**src/rtl/dram_lut_rd_valid_mon_if.sv**
```systemverilog
// dram_lut_rd_valid_mon_if: sweep control, read strobes and status word of the LUT read monitor
interface dram_lut_rd_valid_mon_if;
  logic        start;
  logic        rd_req;
  logic        rd_valid;
  logic        busy;
  logic        done;
  logic [31:0] user_data_out;
  modport master (output start, rd_req, rd_valid, input busy, done, user_data_out);
  modport slave (input start, rd_req, rd_valid, output busy, done, user_data_out);
endinterface

```
**src/rtl/dram_lut_rd_valid_mon.sv**
```systemverilog
// dram_lut_rd_valid_mon: counts LUT read requests/returns of one sweep, flags faults, packs a status word
module dram_lut_rd_valid_mon #(
  parameter int LUT_DEPTH = 1024,
  parameter int OUT_MAX   = 255,
  parameter int TIMEOUT   = 4096
) (
  input logic                     user_clk,
  input logic                     user_rst,
  dram_lut_rd_valid_mon_if.slave  bus
);
  localparam int TW = $clog2(TIMEOUT + 1);
  typedef enum logic [1:0] {IDLE, RUN, DRAIN, DONE} state_e;
  state_e          state_q, state_d, es;
  logic [15:0]     req_cnt_q, req_cnt_d, valid_cnt_q, valid_cnt_d, b_req, b_valid;
  logic [7:0]      out_q, out_d, b_out;
  logic [TW-1:0]   tmr_q, tmr_d, b_tmr;
  logic            uf_q, uf_d, ov_q, ov_d, to_q, to_d;
  logic            act, acc, vld, tmo;
  logic [31:0]     dout_q;
  // start acts as a clear in front of normal RUN processing, so same-cycle strobes count after it
  always_comb begin
    es = bus.start ? RUN : state_q;
    b_req = bus.start ? '0 : req_cnt_q;
    b_valid = bus.start ? '0 : valid_cnt_q;
    b_out = bus.start ? '0 : out_q;
    b_tmr = bus.start ? '0 : tmr_q;
    act = es == RUN || es == DRAIN;
    acc = es == RUN && bus.rd_req;
    vld = act && bus.rd_valid;
    req_cnt_d = b_req + 16'(acc);
    valid_cnt_d = vld && b_valid != 16'hFFFF ? b_valid + 16'd1 : b_valid;
    out_d = acc && !vld ? (b_out == 8'(OUT_MAX) ? b_out : b_out + 8'd1) :
            vld && !acc && b_out != 8'd0 ? b_out - 8'd1 : b_out;
    tmr_d = !act || vld || b_out == 8'd0 ? '0 : b_tmr + TW'(1);
    tmo = act && tmr_d == TW'(TIMEOUT);
    uf_d = (uf_q && !bus.start) || (vld && !acc && b_out == 8'd0);
    ov_d = (ov_q && !bus.start) || (es == DRAIN && bus.rd_req) ||
           (acc && !vld && b_out == 8'(OUT_MAX));
    to_d = (to_q && !bus.start) || tmo;
    state_d = tmo ? DONE :
              acc && req_cnt_d == 16'(LUT_DEPTH) ? DRAIN :
              es == DRAIN && b_out == 8'd0 ? DONE : es;
  end
  assign bus.busy = state_q == RUN || state_q == DRAIN;
  assign bus.done = state_q == DONE;
  assign bus.user_data_out = dout_q;
  always_ff @(posedge user_clk) begin
    if (user_rst) begin
      state_q <= IDLE;
      req_cnt_q <= '0;
      valid_cnt_q <= '0;
      out_q <= '0;
      tmr_q <= '0;
      uf_q <= 1'b0;
      ov_q <= 1'b0;
      to_q <= 1'b0;
      dout_q <= '0;
    end else begin
      state_q <= state_d;
      req_cnt_q <= req_cnt_d;
      valid_cnt_q <= valid_cnt_d;
      out_q <= out_d;
      tmr_q <= tmr_d;
      uf_q <= uf_d;
      ov_q <= ov_d;
      to_q <= to_d;
      dout_q <= {bus.done, bus.busy, uf_q, ov_q, to_q, state_q, 1'b0, out_q, valid_cnt_q};
    end
  end
endmodule

```
**src/flat_wrapper.sv**
```systemverilog
// flat-port wrapper written by rule: the top's interface ports become plain ports
module dram_lut_rd_valid_mon_flat 
#(
  parameter int LUT_DEPTH = 1024,
  parameter int OUT_MAX   = 255,
  parameter int TIMEOUT   = 4096
)
  (user_clk, user_rst, bus_start, bus_rd_req, bus_rd_valid, bus_busy, bus_done, bus_user_data_out);
  dram_lut_rd_valid_mon_if bus_i ();
  input logic user_clk;
  input logic user_rst;
  input wire logic [$bits(bus_i.start)-1:0] bus_start;
  input wire logic [$bits(bus_i.rd_req)-1:0] bus_rd_req;
  input wire logic [$bits(bus_i.rd_valid)-1:0] bus_rd_valid;
  output wire logic [$bits(bus_i.busy)-1:0] bus_busy;
  output wire logic [$bits(bus_i.done)-1:0] bus_done;
  output wire logic [$bits(bus_i.user_data_out)-1:0] bus_user_data_out;
  assign bus_i.start = bus_start;
  assign bus_i.rd_req = bus_rd_req;
  assign bus_i.rd_valid = bus_rd_valid;
  assign bus_busy = bus_i.busy;
  assign bus_done = bus_i.done;
  assign bus_user_data_out = bus_i.user_data_out;
  dram_lut_rd_valid_mon #(.LUT_DEPTH(LUT_DEPTH), .OUT_MAX(OUT_MAX), .TIMEOUT(TIMEOUT)) u_core (.user_clk(user_clk), .user_rst(user_rst), .bus(bus_i));
endmodule
```
**config.mk**
```make
export PLATFORM = sky130hd
export DESIGN_NAME = dram_lut_rd_valid_mon_flat
export DESIGN_NICKNAME = d
export VERILOG_FILES = /design/src/rtl/dram_lut_rd_valid_mon_if.sv /design/src/rtl/dram_lut_rd_valid_mon.sv /design/src/flat_wrapper.sv
export SDC_FILE = /design/constraint.sdc
export NUM_CORES = 1
export LEC_CHECK = 0
export BUFFER_PORTS_ARGS = -buffer_cell sky130_fd_sc_hd__buf_2
export CORE_MARGIN = 3
export CORE_UTILIZATION = 60
export CTS_BUF_LIST = sky130_fd_sc_hd__clkbuf_4 sky130_fd_sc_hd__clkbuf_8
export CTS_CLUSTER_SIZE = 24
export DETAILED_ROUTE_END_ITERATION = 7
export PLACE_DENSITY = 0.8
export SLEW_MARGIN = 20
export SYNTH_ARGS = -nofsm -noshare
export SYNTH_HDL_FRONTEND = slang
export SYNTH_SLANG_ARGS = --single-unit
export TNS_END_PERCENT = 30
```
**constraint.sdc**
```tcl
create_clock -name user_clk -period 3.77 [get_ports user_clk]
set_clock_uncertainty 0.1 [all_clocks]
set_input_delay 0 -clock user_clk [delete_from_list [all_inputs] [get_ports user_clk]]
set_output_delay 0 -clock user_clk [all_outputs]
set_load 0.005 [all_outputs]
```
==> summary.md <==
| Metric | Value |
|---|---|
| Worst Path Max Fanout | 6 |
| Nets | approximately 520 |
| Gpl congestion | 0.881 |
| Core Region | 6570 um2 |
| Detailed Routing Iterations Pass 1 | 5 |
| DR WL/cell | 14.0 um |
| Max IR drop VDD | 0.271 mV |
| Power Dens Cells | 372 nW/um2 |
| Worst min-delay path startpoint | bus_rd_valid |
| Critical Path AT | 3.30 ns |
| Register area | roughly 1800 um2 |
| Antenna Diode Count | 0 |
| Clock tree buffer depth | 2 |
| Syn Inst Count | 476 |
| Die width | 89.7 um |
| Sequential area share after synthesis | 0.424 |
| Vias in the first global route | 3,174 |
| Row cnt | 29 |
| Largest net degree at the start of global routing | 60 |
| Hold WS | 0.0312 ns |
| Worst hold path type | input port to flip-flop |
| Worst slew pin tran | around 0.64 ns |
| Fin Setup TNS | 0 ns |
| Ports | 39 |
| Routed Wire Length | 8460 um |
| Total gr overflow | 0 |
| TritonCTS clock tree | done |
| Final setup violation count | 0 |
| Dpl ws | 0.638 ns |
| ANT nets after route | 0 |
| Vias per Instance | about 5.7 |
| Most frequent cells in the layout | dfxtp_1, nor2_1, nor2b_1 |
| Post-DP HPWL | 5820 um |
| Syn nets | ~490 |
| Crit Path Category | flip-flop to flip-flop |
| Synth cell types | 65 |
| Netlist Area Pre-Place | roughly 4200 um2 |
| First-pass GRT wire length | 14,500 um |
| Post-CTS setup repair buffer count | 0 |
| Post-Syn Area per Cell | 8.82 um2 |
| Initial DRC Count | 247 |
| Max Cap Viol | 0 |
| Worst Setup Start Kind | flip-flop |
| Worst-path clk slew | 0.10 ns |
| Routed vias | around 3,400 |
| # DRC | 0 |
| Fin crit period | 3.13 ns |
| Multi-input logic area | ~2300 um2 |
| Crit. End Element | flip-flop |
| H-tree levels | 3 |
| Clock Latency Late Sink | between 0.3 and 0.4 ns |
| EDFF count, synth | 0 |
| Yosys warnings | 0 |
| DIE HEIGHT | 89.7 um |
| Clock Tree Root | clkbuf_8 |
| Initial Util | 0.640 |
| Port buffer count | 37 |
| Leakage | 1.82 nW |
| Worst setup startpoint | u_core.state_q[0] |
| Crit Reg-Reg Startpoint | u_core.state_q[0] |
| CTS buffer count | 9 |
| Max-slew violation count | 0 |
| Status | completed |
| DIE AREA | 8040 um2 |
| Tcrit/Tclk final | 0.830 |
| Slew Limit Headroom | 0.568 |
| RSZ-0062 raised after global routing | no |
| Ys async rst share | 0 |
| Layout cells sized above 1 | 0.141 |
| Fin. Hold Viols | 0 |
| Most common cell after layout, fill and taps aside | dfxtp_1 |
| Clock Sinks | slightly below 90 |
| R2R Setup Slk | 0.64 ns |
| Synth Register Bits | 89 |
| Overall routing resource usage | 0.229 |
| Initial antenna violation count | 0 |
| CP Data Required Time | 3.94 ns |
| Synth Flop Type | dfxtp_1 |
| Area grow syn2layout | 10.2% |
| Final WS setup | 0.640 ns |
| Max Freq | approximately 320 MHz |
| Overall power | 1.72 mW |
| Fill cells | 494 |
## where the power goes
group	leakage [nW]	total, mW	switching [mW]	internal (mW)
sequential	0.719	0.967	0.0124	0.955
combinational	1.01	0.119	0.0739	0.0451
clock	0.0931	0.636	0.377	0.259
total	1.82	1.72	0.463	1.26
## layer usage
metal | GRT usage | part of all wire | vias to the layer above | wire length, um
met5 | 0 | 0 | - | 0
met4 | 0.106 | 0.020 | 0 | 173
met3 | 0.0438 | 0.055 | 16 | 464
met2 | 0.372 | 0.48 | 107 | 4040
met1 | 0.295 | 0.45 | 1608 | 3790
li1 | - | - | 1690 | -
## cells in the mapped netlist (3+ instances only)
cell | count | share of area
inv_1 | 15 | 0.013
and4_1 | 3 | 0.0063
nand4b_1 | 4 | 0.0083
nor4_1 | 4 | 0.0060
o211ai_1 | 5 | 0.0089
o31ai_1 | 3 | 0.0054
a21oi_1 | 22 | 0.026
and2_1 | 4 | 0.0060
or3_1 | 11 | 0.016
nor2b_1 | 45 | 0.067
nand3_1 | 20 | 0.024
buf_2 | 6 | 0.0071
o21ai_0 | 13 | 0.015
xnor2_1 | 25 | 0.052
and4b_1 | 3 | 0.0071
nor2_1 | 62 | 0.055
and3_1 | 5 | 0.0074
dfxtp_1 | 89 | 0.42
and2b_1 | 4 | 0.0071
clkbuf_1 | 10 | 0.0089
nand2_1 | 30 | 0.027
nand4_1 | 5 | 0.0074
or4_1 | 4 | 0.0071
nor3_1 | 11 | 0.013
ha_1 | 11 | 0.033
buf_1 | 3 | 0.0027
xor2_1 | 12 | 0.025
mux2i_1 | 3 | 0.0071
## path summary, 6_finish.rpt
path / end / cells after the start
worst min register to register: u_core.bus.user_data_out[1] / 1
worst min-delay path: u_core.state_q[1] / 4
worst max-delay path: u_core.state_q[0] / 13
worst max register to register: u_core.state_q[0] / 13
## layout make-up
type	count	area share
multi-input cells	349	0.487
flip-flops and latches	89	0.385
repair buffers	42	0.0487
clock buffers	9	0.0268
well taps	93	0.0251
clock inverters	7	0.0154
inverters	15	0.0122
## critical path, cell delays in order, from the launching register on
cell      delay (ns)
dfxtp_1         0.37
nor2_1          0.07
inv_1           0.09
ha_1            0.18
nand2_1         0.10
inv_1           0.09
ha_1            0.18
ha_1            0.34
nand4b_4        0.17
nor3_4          0.22
nor4b_1         0.26
a21oi_1         0.07
or4_1           0.57
a21bo_1         0.19
## flip-flops by register name (all words and copies together), names as in the netlist
name and cells:
u_core.ov_q 1, u_core.bus.user_data_out 31, u_core.tmr_q 13, u_core.state_q 2
u_core.valid_cnt_q 16, u_core.req_cnt_q 16, u_core.to_q 1, u_core.out_q 8
u_core.uf_q 1
## logic make-up (layout without fill, tap and decap cells)
kind of cell / after synthesis / in the layout / share of synthesized area
AOI/OAI and AO/OA: 66 / 66 / 0.110
xor gates and xnor gates: 37 / 37 / 0.0772
adders and majority gates: 11 / 11 / 0.0328
buffers and inverters: 38 / 73 / 0.0396
DFF: 89 / 89 / 0.424
muxes: 5 / 5 / 0.0125
other: 1 / 1 / 0.000893
and+or+nand+nor: 229 / 229 / 0.303
## repair_timing
action,CTS,global route
hold buffers,1,0
gates resized for setup,0,0
hold endpoints to repair,1,0
## per-stage QoR
step           instances  cell area, um2   util
2_1_floorplan        476            4200      -
3_3_place_gp         587            4420  0.673
3_5_place_dp         587            4420  0.673
4_1_cts              604            4630  0.705
5_1_grt              604            4630  0.705
6_report             604            4630  0.705
Power figures use the tool's default switching activity.
